[config.mk]
export PLATFORM = sky130hd
export DESIGN_NAME = alu_ctl_mc
export DESIGN_NICKNAME = d
export VERILOG_FILES = /design/src/rtl/alu_defs_pkg.sv /design/src/rtl/alu_dec.sv /design/src/rtl/alu_ctl_mc.sv
export SDC_FILE = /design/constraint.sdc
export NUM_CORES = 1
export LEC_CHECK = 0
export BUFFER_PORTS_ARGS = -buffer_cell sky130_fd_sc_hd__buf_2
export CORE_MARGIN = 3
export CORE_UTILIZATION = 55
export DETAILED_ROUTE_END_ITERATION = 10
export PLACE_DENSITY = 0.81
export SLEW_MARGIN = 20
export SYNTH_ARGS = -nofsm -noshare
export SYNTH_HDL_FRONTEND = slang
export SYNTH_HIERARCHICAL = 1
export SYNTH_SLANG_ARGS = --single-unit
[constraint.sdc]
create_clock -name clk -period 2.25 [get_ports clk]
set_input_delay 0.1125 -clock clk [delete_from_list [all_inputs] [get_ports clk]]
set_output_delay 0.1125 -clock clk [all_outputs]
set_load 0.005 [all_outputs]
[src/rtl/alu_defs_pkg.sv]
// Shared encodings for the EX-stage ALU control: Funct codes, ALU/MUX codes and FSM states.
package alu_defs_pkg;

   localparam logic [1:0] AluOpAdd   = 2'b00;
   localparam logic [1:0] AluOpSub   = 2'b01;
   localparam logic [1:0] AluOpRtype = 2'b10;

   localparam logic [5:0] FunctAdd   = 6'b100000;
   localparam logic [5:0] FunctSub   = 6'b100010;
   localparam logic [5:0] FunctAnd   = 6'b100100;
   localparam logic [5:0] FunctOr    = 6'b100101;
   localparam logic [5:0] FunctSlt   = 6'b101010;
   localparam logic [5:0] FunctSll   = 6'b000000;
   localparam logic [5:0] FunctMfhi  = 6'b010000;
   localparam logic [5:0] FunctMflo  = 6'b010010;
   localparam logic [5:0] FunctMultu = 6'b011001;
   localparam logic [5:0] FunctDivu  = 6'b011011;

   localparam logic [2:0] AluAnd  = 3'b000;
   localparam logic [2:0] AluOr   = 3'b001;
   localparam logic [2:0] AluAdd  = 3'b010;
   localparam logic [2:0] AluSll  = 3'b011;
   localparam logic [2:0] AluMfhi = 3'b100;
   localparam logic [2:0] AluMflo = 3'b101;
   localparam logic [2:0] AluSub  = 3'b110;
   localparam logic [2:0] AluSlt  = 3'b111;

   localparam logic [1:0] MuxAlu = 2'b00;
   localparam logic [1:0] MuxHi  = 2'b01;
   localparam logic [1:0] MuxLo  = 2'b10;
   localparam logic [1:0] MuxSht = 2'b11;

   localparam int unsigned CntW = 7;

   typedef enum logic [1:0] {StIdle, StMul, StDiv, StDone} state_e;

endpackage

[src/rtl/alu_dec.sv]
// Combinational ALU/shifter/result-mux decode from ALUOp and Funct.
module alu_dec
   import alu_defs_pkg::*;
#(
   parameter int unsigned DIV_EN = 1
) (
   input  logic       op_valid_i,
   input  logic [1:0] alu_op_i,
   input  logic [5:0] funct_i,
   output logic [2:0] alu_ctl_o,
   output logic [1:0] mux_sel_o,
   output logic       is_mul_o,
   output logic       is_div_o,
   output logic       illegal_o
);

   logic unknown;

   always_comb begin
      alu_ctl_o = AluAdd;
      mux_sel_o = MuxAlu;
      is_mul_o  = 1'b0;
      is_div_o  = 1'b0;
      unknown   = 1'b0;
      case (alu_op_i)
         AluOpAdd: alu_ctl_o = AluAdd;
         AluOpSub: alu_ctl_o = AluSub;
         AluOpRtype: begin
            case (funct_i)
               FunctAdd:   alu_ctl_o = AluAdd;
               FunctSub:   alu_ctl_o = AluSub;
               FunctAnd:   alu_ctl_o = AluAnd;
               FunctOr:    alu_ctl_o = AluOr;
               FunctSlt:   alu_ctl_o = AluSlt;
               FunctSll:   begin alu_ctl_o = AluSll;  mux_sel_o = MuxSht; end
               FunctMfhi:  begin alu_ctl_o = AluMfhi; mux_sel_o = MuxHi;  end
               FunctMflo:  begin alu_ctl_o = AluMflo; mux_sel_o = MuxLo;  end
               FunctMultu: is_mul_o = 1'b1;
               // With the divider removed DIVU falls through as an unknown opcode
               FunctDivu: begin
                  if (DIV_EN != 0) is_div_o = 1'b1;
                  else             unknown  = 1'b1;
               end
               default:    unknown = 1'b1;
            endcase
         end
         default: unknown = 1'b1;
      endcase
      illegal_o = op_valid_i & unknown;
   end

endmodule

[src/rtl/alu_ctl_mc.sv]
// EX-stage ALU control with multi-cycle MULTU/DIVU sequencing, pipeline stall and HI/LO strobe.
module alu_ctl_mc
   import alu_defs_pkg::*;
#(
   parameter int unsigned MUL_CYCLES = 34,
   parameter int unsigned DIV_CYCLES = 34,
   parameter int unsigned DIV_EN     = 1
) (
   input  logic       clk,
   input  logic       rst,
   input  logic       op_valid,
   input  logic [1:0] ALUOp,
   input  logic [5:0] Funct,
   output logic [2:0] SignaltoALU,
   output logic [2:0] SignaltoSHT,
   output logic [1:0] SignaltoMUX,
   output logic       SignaltoMULTU,
   output logic       SignaltoDIVU,
   output logic       stall,
   output logic       hilo_we,
   output logic       illegal
);

   localparam logic [CntW-1:0] MulLoad = CntW'(MUL_CYCLES - 1);
   localparam logic [CntW-1:0] DivLoad = CntW'(DIV_CYCLES - 1);

   state_e          state_q, state_d;
   logic [CntW-1:0] cnt_q, cnt_d;
   logic            is_mul, is_div;
   logic [2:0]      alu_ctl;

   alu_dec #(
      .DIV_EN(DIV_EN)
   ) u_dec (
      .op_valid_i(op_valid),
      .alu_op_i  (ALUOp),
      .funct_i   (Funct),
      .alu_ctl_o (alu_ctl),
      .mux_sel_o (SignaltoMUX),
      .is_mul_o  (is_mul),
      .is_div_o  (is_div),
      .illegal_o (illegal)
   );

   assign SignaltoALU = alu_ctl;
   assign SignaltoSHT = alu_ctl;

   always_comb begin
      state_d = state_q;
      cnt_d   = cnt_q;
      case (state_q)
         // DONE accepts a new op like IDLE so back-to-back ops leave no gap
         StIdle, StDone: begin
            if (op_valid && is_mul) begin
               state_d = StMul;
               cnt_d   = MulLoad;
            end else if (op_valid && is_div) begin
               state_d = StDiv;
               cnt_d   = DivLoad;
            end else begin
               state_d = StIdle;
            end
         end
         StMul, StDiv: begin
            if (cnt_q == '0) state_d = StDone;
            else             cnt_d   = cnt_q - 1'b1;
         end
         default: state_d = StIdle;
      endcase
   end

   always_comb begin
      SignaltoMULTU = (state_q == StMul);
      SignaltoDIVU  = (state_q == StDiv);
      stall         = (state_q == StMul) || (state_q == StDiv);
      hilo_we       = (state_q == StDone);
   end

   always_ff @(posedge clk) begin
      if (rst) begin
         state_q <= StIdle;
         cnt_q   <= '0;
      end else begin
         state_q <= state_d;
         cnt_q   <= cnt_d;
      end
   end

endmodule
==> run metrics, run 1 <==
outcome completed; max cap viols 0; Post-synth top flop dfxtp_1; vias in the first global route 826; IO Count 24; CTS sink cnt 9; non-filler cells, final 144; ys async rst share 0; Syn Nets 127; slew of the pin with the lowest slew margin 0.375 ns; leak pwr about 0.43 nW; min cycle time layout 1.73 ns; Rows 13; met1 GRT Util 0.297; setup TNS 0 ns; register bit total from synthesis 9; average size of a mapped cell just over 8 um^2; final setup violation count 0; GR Overflow Total 0; path category of the worst min-delay check in2reg; worst relative slew slack 0.750; Syn. warnings 6; initial antenna violation count 0; Synth Cell Area ~890 um^2; most used routing layer met2; 1st-iter DRT viols 15; Post-Synthesis Cells 109; Placer Congestion 0.858; Routed Wire Length 2.08 mm; drt pass-1 iters 4; WP data required between 2 and 2.5 ns; synth unique cells 50; Arr. time, crit path between 1.5 and 2 ns; GR Util met2 0.368; TritonCTS Buffers 3; dpl cells 140; chip height 46.3 um; largest net degree at the start of global routing 12; Synth top area share 0.202; first-pass GRT wire length 3.59 mm; Root Driver clkbuf_4; Max Freq approximately 580 MHz; DRC Markers 0; Max IR drop VDD between 0.5 and 0.6 mV; startpoint types flop; layout cells sized above 1 0.287; CORE AREA between 0.001 and 0.0015 mm^2; vias per inst 6.18; Setup Fix Bufs, Post-CTS 0; Detail Placement HPWL 1.64 mm; DR WL/cell between 10 and 15 um; largest area contributor in the netlist dfxtp_1; critical path capture point type flop; crit share post-route 0.768; fin nets approximately 150; M3 GR Usage 0.0742; cts repair resizes 0; Hold Violations, Final 0; # H-tree levels 1; FILL cells 127; Initial Utilization 0.630; Synth area leaders dfxtp_1 (20%), ha_1 (9.8%), inv_1 (4.2%); remaining antenna violation count 0; Longest Clk Path Bufs 2; cell area power density 831 mW/mm^2; Die Wd 46.3 um; Worst-path clk slew about 0.06 ns; worst skew pair latency 0.27 ns; overall routing resource usage 0.235; WS Path Type reg2reg; fin. max-slew vios 0; register area share after synthesis 0.202; Area Growth Syn to Fin 12.3%; EDFF count, synth 0; die area 0.00214 mm^2; RSZ-0062 raised after global routing no; number of diodes 0; TritonCTS clock tree built; worst-path maximum fanout 11; via count 890; Final Skew a little under 0.006 ns; # port buffers 23; # hold bufs at CTS 0
[final cells by class]
cell class / count / area [um^2] / area share
Timing Repair Buffer: 23 / 115 / 0.115
Clock buffer: 4 / 26.3 / 0.0262
Tap cell: 15 / 18.8 / 0.0187
Sequential cell: 9 / 180 / 0.180
Multi-Input combinational cell: 82 / 621 / 0.619
Inverter: 11 / 41.3 / 0.0412
[cell usage in the layout (no fill, tap or decap), types with 2 or more instances in the layout]
cell type,count
nand4_1,2
nand3_1,3
dfxtp_1,9
nand3b_1,2
and3_1,2
inv_1,10
a211o_1,2
nand2_1,7
nor2b_1,2
nor4_1,3
mux2i_1,2
a21oi_1,3
ha_1,7
a221oi_1,2
o21ai_1,3
clkbuf_4,3
o21a_1,2
o211ai_1,4
nor2_1,7
buf_2,23
nand2b_1,2
or3_1,2
[worst paths after layout]
| check | startpoint | slack [ns] | cells after the start | endpoint |
|---|---|---|---|---|
| worst min register to register | cnt_q[4]$_SDFFE_PP0P_ | 0.52 | 2 | cnt_q[4]$_SDFFE_PP0P_ |
| worst min-delay path | rst | 0.17 | 2 | cnt_q[2]$_SDFFE_PP0P_ |
| worst max register to register | state_q[0]$_SDFFE_PP0P_ | 0.52 | 5 | cnt_q[0]$_SDFFE_PP0P_ |
| worst max-delay path | state_q[0]$_SDFFE_PP0P_ | 0.52 | 5 | cnt_q[0]$_SDFFE_PP0P_ |
[Yosys cell counts, types with 2 or more instances]
cell type / number
inv_1: 10
dfxtp_1: 9
ha_1: 7
nand2_1: 7
nor2_1: 7
buf_4: 4
o211ai_1: 4
a21oi_1: 3
nand3_1: 3
nor4_1: 3
o21ai_1: 3
a211o_1: 2
a221oi_1: 2
and3_1: 2
mux2i_1: 2
nand2b_1: 2
nand3b_1: 2
nand4_1: 2
nor2b_1: 2
o21a_1: 2
or3_1: 2
[flip-flops by register name, summed over array words and instances, names as in the netlist]
signal / count
cnt_q: 7
state_q: 2
[worst max-delay path: stages, from the launching register on]
cell	delay, ns
dfxtp_1	0.36
inv_1	0.08
ha_1	0.45
nor4b_2	0.39
a22oi_1	0.18
o2bb2ai_1	0.16
[through the flow]
stage	hold slack (ns)	util	total power, W	setup slack [ns]	cell area (um^2)
3_3_place_gp	0.435	0.690	0.000691	0.571	976
6_report	0.168	0.708	0.000833	0.523	1000
2_1_floorplan	0.260	-	0.000600	0.762	892
5_1_grt	0.194	0.708	0.000907	0.390	1000
3_5_place_dp	0.447	0.690	0.000707	0.493	976
4_1_cts	0.164	0.708	0.000836	0.526	1000
[power by group]
group / internal (W) / switching, W / leakage, nW
registers: 0.000193 / 0.0000333 / 0.0727
clock network: 0.0000685 / 0.0000593 / 0.0150
logic: 0.000215 / 0.000264 / 0.345
total: 0.000477 / 0.000356 / 0.433
[metal layers]
| layer | up-vias | wire [um] | share of wire |
|---|---|---|---|
| met5 | - | 0 | 0 |
| met4 | 0 | 46 | 0.022 |
| met1 | 409 | 937 | 0.45 |
| met3 | 7 | 138 | 0.066 |
| met2 | 28 | 954 | 0.46 |
| li1 | 446 | - | - |
[kinds of logic after synthesis]
logic type,synth area share
AOI/OAI and AO/OA,0.247
xor gates and xnor gates,0.00982
adders and majority gates,0.0982
buffers and inverters,0.102
DFF,0.202
muxes,0.0224
and+or+nand+nor,0.318
Power figures use the tool's default switching activity.
==> run 2, diff against run 1 <==
Settings changed: CORE_UTILIZATION 55 to 51, PLACE_DENSITY 0.81 to 0.76.
Clock period 2.25 ns to 1.8 ns, I/O delays scaled along.
==> run 2 against run 1 <==
- first-iteration DRC count is 40% lower
- sequential cell count stayed put
- die area is 6.8% higher
- combinational power is 23% higher
- critical path depth stayed put
- count of clock-buffer cells in the layout stayed put
- critical endpoint unchanged
- register-to-register slack worse by 0.37 ns
- sequential share of layout area is 0.16 points lower
==> run metrics, run 2 (synthesis gave the netlist of run 1 again) <==
fin nets 149 (+0.68%); TritonCTS clock tree built; Arr. time, crit path 1.80 ns (-0.09 ns); first-pass GRT wire length 3.11 mm (-13%); cts repair resizes 0 (unchanged); Final Total Pwr 0.00103 W (+24%); layout cells sized above 1 0.292 (+0.00549); DR WL/cell 13.1 um (-8.8%); Initial Utilization 0.566 (-0.0645); drt pass-1 iters 4 (unchanged); Die Wd 47.8 um (+3.3%); startpoint types flop; worst-path maximum fanout 11 (unchanged); Placer Congestion 0.829 (-3.4%); GR Overflow Total 0 (unchanged); CORE AREA 0.00158 mm^2 (+11%); Root Driver clkbuf_4; max cap viols 0 (unchanged); # hold bufs at CTS 0 (unchanged); worst relative slew slack 0.755 (+0.00512); cell area power density 1020 mW/mm^2 (+23%); Worst-path clk slew 0.07 ns (about the same); Routed Wire Length 1.92 mm (-7.6%); outcome completed; leak pwr 0.438 nW (+1.2%); most frequent cells in the layout buf_2 (23), inv_1 (10), dfxtp_1 (9); crit share post-route 0.917 (+0.149); final worst slack 0.150 ns (-0.373 ns); WP data required 1.95 ns (-0.46 ns); # port buffers 23 (unchanged); Largest Register cnt_q; remaining antenna violation count 0 (unchanged); Final Skew 0.0102 ns (+0.00429 ns); max reg flops 7 (unchanged); Setup Fix Bufs, Post-CTS 0 (unchanged); TritonCTS Buffers 3 (unchanged); final setup violation count 0 (unchanged); Max IR drop VDD 0.478 mV (-9.4%); fin. max-slew vios 0 (unchanged); min cycle time layout 1.65 ns (-0.0767 ns); vias in the first global route 781 (-5.4%); setup TNS 0 ns (unchanged); # H-tree levels 1 (unchanged); DRC Markers 0 (unchanged); number of diodes 0 (unchanged); worst skew pair latency 0.27 ns (about the same); Detail Placement HPWL 1.56 mm (-5.2%); critical path capture point type flop; CTS sink cnt 9 (unchanged); Area Growth Syn to Fin 13.3%; IO Count 24 (unchanged); largest net degree at the start of global routing 12 (unchanged); most common library cell in the layout ignoring fill and taps buf_2; Max Freq 606 MHz (+4.7%); Rows 14 (+1); 1st-iter DRT viols 9 (-6); die area 0.00229 mm^2 (+6.8%); vias per inst 6.08 (-1.6%); chip height 47.8 um (+3.3%); overall routing resource usage 0.185 (-0.0492); Longest Clk Path Bufs 2 (unchanged); slew of the pin with the lowest slew margin 0.364 ns (-0.0115 ns); WS Path Type reg2reg; top flop regs cnt_q x7, state_q x2; path category of the worst min-delay check in2reg; RSZ-0062 raised after global routing no; pre-CTS WS 0.159 ns (-0.334 ns); initial antenna violation count 0 (unchanged); Hold Violations, Final 0 (unchanged); via count 888 (-0.22%)
[run 2: final timing paths]
| kind | start | to | slack (ns) | cells past startpoint |
|---|---|---|---|---|
| worst max register to register | state_q[0]$_SDFFE_PP0P_ | cnt_q[0]$_SDFFE_PP0P_ | 0.15 | 5 |
| worst min register to register | cnt_q[4]$_SDFFE_PP0P_ | cnt_q[4]$_SDFFE_PP0P_ | 0.51 | 2 |
| worst min-delay path | rst | cnt_q[2]$_SDFFE_PP0P_ | 0.15 | 2 |
| worst max-delay path | state_q[0]$_SDFFE_PP0P_ | cnt_q[0]$_SDFFE_PP0P_ | 0.15 | 5 |
[run 2: metal layers]
metal	vias up	GRT usage	part of all wire	wire [um]
li1	448	-	-	-
met1	401	0.228	0.45	865
met2	37	0.335	0.47	908
met3	2	0.0338	0.066	127
met4	0	0.0323	0.0089	17
met5	-	0	0	0
[run 2: area by class of cell]
type / instances / area (um^2)
clock buffers: 4 / 26.3
fillers: 148 / 566
inverters: 11 / 41.3
multi-input cells: 82 / 621
flip-flops and latches: 9 / 180
well taps: 16 / 20.0
repair buffers: 24 / 123
[run 2: power breakdown]
group	total (W)	switching (W)	leakage (nW)	internal, W
Sequential	0.000284	0.0000438	0.0727	0.000241
Clock	0.000160	0.0000742	0.0150	0.0000855
Combinational	0.000587	0.000318	0.350	0.000269
Total	0.00103	0.000436	0.438	0.000596
[run 2: stage by stage]
stage	std cells	instance area (um^2)	hold WS [ns]	util
after floorplan	109	892	0.215	-
after detailed placement	142	985	0.419	0.625
final	146	1010	0.152	0.641
after global placement	142	985	0.422	0.625
after CTS	146	1010	0.136	0.641
after global routing	146	1010	0.148	0.641
[run 2: critical path, stage by stage, from the launching register on]
cell and delay (ns):
dfxtp_1 0.35, inv_1 0.07, ha_1 0.44, nor4b_2 0.37
a22oi_1 0.16, o2bb2ai_1 0.15
